$ cat src/rtl/uart_rx_engine.sv
// uart_rx_engine: UART receive engine with 2-flop line synchronizer, mid-bit sampling,
// 7/8 data bits, optional parity, and per-frame data/parity/framing results.
module uart_rx_engine #(
   parameter int CNT_W = 19
) (
   input  logic             clk,
   input  logic             reset,
   input  logic             rx,
   input  logic [CNT_W-1:0] baud_k,
   input  logic             eight,
   input  logic             pen,
   input  logic             ohel,
   output logic [7:0]       rx_data,
   output logic             perr,
   output logic             ferr,
   output logic             rx_done,
   output logic             busy
);
   typedef enum logic [1:0] {IDLE, START, DATA, DONE} state_t;
   state_t           state_q, state_d;
   logic             s1_q, rxs_q;
   logic [CNT_W-1:0] cnt_q, cnt_d;
   logic [3:0]       bit_q, bit_d;
   logic [9:0]       sh_q, sh_d;
   logic [7:0]       data_q, data_d;
   logic             perr_q, perr_d, ferr_q, ferr_d, done_q, done_d, busy_q, busy_d;
   logic [3:0]       m;
   logic [9:0]       r;
   logic [7:0]       rdat;
   logic             rpar;
   // m counts the bits shifted after the start bit: data + parity + stop
   assign m    = (eight ? 4'd9 : 4'd8) + {3'd0, pen};
   assign r    = sh_q >> (4'd10 - m);
   assign rdat = eight ? r[7:0] : {1'b0, r[6:0]};
   assign rpar = eight ? r[8] : r[7];
   always_ff @(posedge clk or negedge reset) begin
      if (!reset) begin
         s1_q    <= 1'b1;
         rxs_q   <= 1'b1;
         state_q <= IDLE;
         cnt_q   <= '0;
         bit_q   <= '0;
         sh_q    <= '0;
         data_q  <= '0;
         perr_q  <= 1'b0;
         ferr_q  <= 1'b0;
         done_q  <= 1'b0;
         busy_q  <= 1'b0;
      end else begin
         s1_q    <= rx;
         rxs_q   <= s1_q;
         state_q <= state_d;
         cnt_q   <= cnt_d;
         bit_q   <= bit_d;
         sh_q    <= sh_d;
         data_q  <= data_d;
         perr_q  <= perr_d;
         ferr_q  <= ferr_d;
         done_q  <= done_d;
         busy_q  <= busy_d;
      end
   end
   always_comb begin
      state_d = state_q;
      cnt_d   = cnt_q;
      bit_d   = bit_q;
      sh_d    = sh_q;
      data_d  = data_q;
      perr_d  = perr_q;
      ferr_d  = ferr_q;
      done_d  = 1'b0;
      busy_d  = busy_q;
      case (state_q)
         IDLE: begin
            busy_d = 1'b0;
            if (!rxs_q) begin
               state_d = START;
               cnt_d   = baud_k >> 1;
            end
         end
         START: begin
            if (cnt_q != '0) cnt_d = cnt_q - 1'b1;
            else if (!rxs_q) begin
               busy_d  = 1'b1;
               cnt_d   = baud_k - 1'b1;
               bit_d   = '0;
               state_d = DATA;
            end else state_d = IDLE;
         end
         DATA: begin
            // reload with baud_k-1 so the sampling period is exactly baud_k clocks
            if (cnt_q != '0) cnt_d = cnt_q - 1'b1;
            else begin
               sh_d  = {rxs_q, sh_q[9:1]};
               cnt_d = baud_k - 1'b1;
               bit_d = bit_q + 4'd1;
               if (bit_q == m - 4'd1) state_d = DONE;
            end
         end
         default: begin
            data_d  = rdat;
            perr_d  = pen & ((^rdat ^ rpar) != ohel);
            ferr_d  = ~r[m - 4'd1];
            done_d  = 1'b1;
            busy_d  = 1'b0;
            state_d = IDLE;
         end
      endcase
   end
   assign rx_data = data_q;
   assign perr    = perr_q;
   assign ferr    = ferr_q;
   assign rx_done = done_q;
   assign busy    = busy_q;
endmodule

$ cat config.mk
export PLATFORM = sky130hd
export DESIGN_NAME = uart_rx_engine
export DESIGN_NICKNAME = d
export VERILOG_FILES = /design/src/rtl/uart_rx_engine.sv
export SDC_FILE = /design/constraint.sdc
export NUM_CORES = 1
export LEC_CHECK = 0
export CELL_PAD_IN_SITES_DETAIL_PLACEMENT = 1
export CELL_PAD_IN_SITES_GLOBAL_PLACEMENT = 1
export CORE_MARGIN = 3
export CORE_UTILIZATION = 30
export DETAILED_ROUTE_END_ITERATION = 8
export GPL_TIMING_DRIVEN = 0
export HOLD_SLACK_MARGIN = 0.15
export PLACE_DENSITY = 0.55
export SYNTH_ARGS = -nofsm -noshare
export SYNTH_HDL_FRONTEND = slang
export SYNTH_SLANG_ARGS = --single-unit
$ cat constraint.sdc
create_clock -name clk -period 5.12 [get_ports clk]
set_input_delay 0.512 -clock clk [delete_from_list [all_inputs] [get_ports clk]]
set_output_delay 0.512 -clock clk [all_outputs]
set_load 0.01 [all_outputs]
# ---- Word level (Yosys, flattened, before mapping)
# Cells that the tools add are included.
dict set report word_totals {
  reg_bits 49
  input_bits 25
  output_inout_bits 12
  elab_cells 69
}
dict set report classes {
  add_sub_neg 6
  magnitude_cmp 1
  eq_ne 10
  shifts 1
  mux 24
  bitwise 5
  reduce_logical 11
}
# cell count
set op_table {}
lappend op_table {{19-bit two-way mux} 4}
lappend op_table {{19-bit one-hot mux with 3 select lines} 1}
lappend op_table {{19-bit by 1-bit subtractor with 19-bit output, second input constant} 2}
lappend op_table {{19-bit nonzero test} 1}
lappend op_table {{4-bit two-way mux} 3}
lappend op_table {{2-bit two-way mux} 5}
lappend op_table {{2-bit != test, second input constant} 5}
lappend op_table {{10-bit by 4-bit >> shifter with 10-bit output} 1}
lappend op_table {{8-bit two-way mux} 1}
lappend op_table {{4-bit one-hot mux with 2 select lines} 1}
lappend op_table {{4-bit AND reduction} 2}
lappend op_table {{8-bit parity} 1}
lappend op_table {{1-bit two-way mux} 6}
lappend op_table {{2-bit one-hot mux with 3 select lines} 1}
lappend op_table {{3-bit AND reduction} 2}
lappend op_table {{4-bit by 5-bit less-than comparator with 1-bit output, second input constant} 1}
lappend op_table {{4-bit by 1-bit adder with 4-bit output} 1}
lappend op_table {{4-bit by 1-bit adder with 4-bit output, second input constant} 1}
lappend op_table {{1-bit binary-select mux with 4-bit select} 1}
lappend op_table {{4-bit equality test} 1}
lappend op_table {{4-bit by 1-bit subtractor with 4-bit output, second input constant} 1}
lappend op_table {{4-bit subtractor, first input constant} 1}
lappend op_table {{3-bit != test, second input constant} 1}
lappend op_table {{1-bit inverter} 3}
lappend op_table {{11 further kinds} 11}

# ---- Depth between registers and ports, before layout
dict set report depth {
  word_depth 9
  mapped_depth 13
  depth_no_buf 11
}

# ---- Least setup slack after synthesis
# Ideal clock, no wire load.
dict set report synth_path {
  path_type {register to register}
  from {register cnt_q[5]}
  to {register cnt_q[12]}
  setup_time_ps 141
  arrival_time_ps 2874
  required_ps 4979
  slack_ps 2105
  path_stages_with_launch 14
  n_path_buf 2
  period_less_slack_ps 3015
  path_cell_list {dfrtp_1 buf_2 nor4_2 nand3_1 nor2_2 buf_4 a21oi_1 ha_1 or3b_2 nor2_1 o311ai_1 nor4b_1 xor2_1 o221ai_1}
}
dict set report synth_via {
  elab_chain_len 3
  word_cells_on_any_way 7
  classes_between {add/sub: 1; eq/ne: 1; mux: 3; reduce/logical: 2}
}
# element line_no
set synth_lines {}
lappend synth_lines {{start, declared} 22} ;# logic [CNT_W-1:0] cnt_q, cnt_d;
lappend synth_lines {{start signal, assigned} 53} ;# cnt_q <= cnt_d;
lappend synth_lines {{19-bit by 1-bit subtractor with 19-bit output / 19-bit nonzero test (equally long branches)} {82, 92}}
lappend synth_lines {{19-bit two-way mux (tied with other cells)} 92} ;# if (cnt_q != '0) cnt_d = cnt_q - 1'b1;
lappend synth_lines {{19-bit one-hot mux with 3 select lines / 3-bit AND reduction (equally long branches)} -}
# Several ways; a longest one is shown, not always the timed one.
# A chain may end at the register's enable or synchronous reset.

# ---- Worst setup path in the final report
dict set report layout_path {
  from {register cnt_q[9]}
  to {register cnt_q[18]}
}
# The elaborated chain is that of the path after synthesis.

==> results.yml <==
run_status:
  status: "completed"
drt:
  drc: 0
  wirelength_um: 11400
  viasPerCell: 5.67
  firstDrtPassIters: 4
  vias: 3226
  antenna_left: 0
  drt-initial-drc-count: 166
  wl_per_cell_um: 20.1
synthesis:
  ys_async_sr_fraction: 1.00
  synth_fa_ha_area_frac: 0.0314
  syn_area_um2: 3580
  synth_cell_types: 82
  ys_seq_area_frac: 0.343
  yosys.area_share.simple: 0.209
  synthMuxAreaShare: 0.0769
  synth.net_count: 415
  post_synth.cell_area_avg_um2: 9.40
  synth_xor_area_frac: 0.0517
  ys.flop_type: "dfrtp_1"
  yosysWarningCount: 0
  synth_edf_count: 0
  synth_cells: 381
  synth_compound_area_frac: 0.234
  yosys_register_bits: 49
  synth_top_family_by_area: "compound AO/OA/AOI/OAI gates"
sta:
  rsz0062_at_grt: "false"
  maxSlewViolCount: 0
  final-setup-viol-count: 0
  max_slew_margin: 0.531
  worst_pin_slew_ps: 704
  tns_ps: 0
  fin_crit_ps: 3870
  hold_slack_ps: 221
  min_period_over_period: 0.757
  fmax_ghz: 0.258
  hold_viol: 0
  clock_skew_ps: 9.40
die:
  die_h_um: 115
  die_x_um: 115
  start_util: 0.310
  die_area_um2: 13300
  boundaryPins: 37
  core_area_um2: 11600
  rows: 39
worst_setup_path:
  startpoint: "cnt_q[9]"
  crit_family: "simple AND/OR/NAND/NOR gates"
  cpPeakStageDelay_ps: 590
  timing.critical_path.cells: "nor4_1 > nand3_1 > nor2_2 > buf_4 > a21oi_1 > ha_1 > or3b_2 > nor2_1 > and3_1 > nand4_1 > mux2i_1 > o22ai_1"
  critical_path_buf_inv_count: 1
  path_max_fanout: 10
  critPathArrivalTime_ps: 4030
  r2r-start: "cnt_q[9]"
  setup.worst_path.class: "flip-flop to flip-flop"
  rrSetupSlack_ps: 1250
  cp.required_ps: 5280
  start_kind: "flip-flop"
  crit_slowest_cell: "nor4_1"
  worstSetupEndpointType: "flip-flop"
global_route:
  antenna_found_initial: 0
  grt_max_degree: 27
  grt_pass1_vias: 3326
  grt_pass1_wl_um: 18700
  track_usage: 0.182
  grt_overflow: 0
place:
  place.gp.congestion: 0.795
  io_buffers: 36
  post-dp-hpwl_um: 8570
  place_area_um2: 4140
  dp.cells: 561
finish:
  final_common_cell: "dfrtp_1"
  fin_area_um2: 4330
  drive_above_1_share: 0.146
  num_antenna_cells: 0
  area_growth_pct: 20.9
  layout_common_cells: "dfrtp_1 (47), nand2_1 (37), clkdlybuf4s50_1 (35)"
  layoutNonFillerInstCount: 569
  layout.nets: 459
power:
  leakagePower_nw: 1.72
  power_density_nw_per_um2: 524
  p_total_mw: 2.27
  vdd_drop_max_uv: 187
clocking:
  cts_made_buffers: 5
  cts_resized: 0
  post_cts_buffers: 0
  ctsLongestPathBuffers: 2
  clock-sinks: 49
  root_buffer: "clkbuf_16"
  clock_latency_ps: 300
  cts_tree: "built"
  htree_levels: 2
  ctsHoldBuffers: 0
  cts.clk_slew.worst_paths_ps: 80
flow_run:
  drv_cap: 0
worst_hold_path:
  hold_path_class: "primary input to async pin"
-- per-layer routing --
| layer | global-route usage | part of all wire |
|---|---|---|
| met1 | 0.265 | 0.51 |
| met2 | 0.278 | 0.44 |
| met3 | 0.0316 | 0.031 |
| met4 | 0.0516 | 0.015 |
| met5 | 0 | 0 |
-- cells in the mapped netlist, drive strengths merged (6+ instances only) --
master / instances / area [µm²]
a21oi: 13 / 65.1
a221oi: 6 / 58.8
a31oi: 7 / 43.8
and3: 7 / 45.1
buf: 12 / 88.8
clkbuf: 9 / 45.0
dfrtp: 47 / 1180
ha: 9 / 113
inv: 16 / 60.1
mux2: 12 / 135
mux2i: 14 / 140
nand2: 38 / 159
nand3: 13 / 77.6
nor2: 26 / 103
nor3: 17 / 101
o21ai: 18 / 90.1
o22ai: 6 / 37.5
o31ai: 6 / 58.8
xnor2: 11 / 96.3
-- report_power, final --
part           internal (mW)  switching, mW  total [mW]
logic                  0.486          0.706        1.19
clock network          0.282          0.170       0.452
registers              0.505          0.118       0.623
-- metrics by stage --
step	setup slack, ps	utilization
final	1250	0.374
after global routing	983	0.374
after CTS	1290	0.374
after detailed placement	1370	0.358
after global placement	1390	0.356
after floorplan	2100	-
-- logic make-up after synthesis --
group	after synthesis
simple gates	134
compound gates	108
flops	49
buf+inv	37
mux	26
xor+xnor	18
fa+ha+maj	9
-- path summary, 6_finish.rpt --
kind,endpoint,depth (start not counted)
min in group clk,rxs_q,0
worst max register to register,cnt_q[18],12
worst min register to register,rxs_q,0
max in group asynchronous,s1_q,2
worst min-delay path,ferr,1
worst max-delay path,cnt_q[18],12
-- registers in the layout, indices dropped and copies added, names as in the netlist --
name	flops
sh_q	10
state_q	2
ferr	1
rxs_q	1
cnt_q	19
s1_q	1
busy	1
rx_data	8
bit_q	4
rx_done	1
perr	1
-- worst register-to-register path: cells and delay by family (launching register included) --
| kind | cells | cell delay, ps |
|---|---|---|
| fa+ha+maj | 1 | 220 |
| buf+inv | 1 | 300 |
| flops | 1 | 470 |
| simple gates | 7 | 2320 |
| compound gates | 2 | 200 |
| mux | 1 | 210 |
-- cell type report --
| class | count | area [µm²] |
|---|---|---|
| Fill cell | 1348 | 7240 |
| Multi-Input combinational cell | 295 | 2160 |
| Sequential cell | 49 | 1230 |
| Timing Repair Buffer | 37 | 375 |
| Tap cell | 143 | 179 |
| Buffer | 21 | 134 |
| Clock buffer | 5 | 125 |
| Clock inverter | 3 | 68.8 |
| Inverter | 16 | 60.1 |
Power figures use the tool's default switching activity.
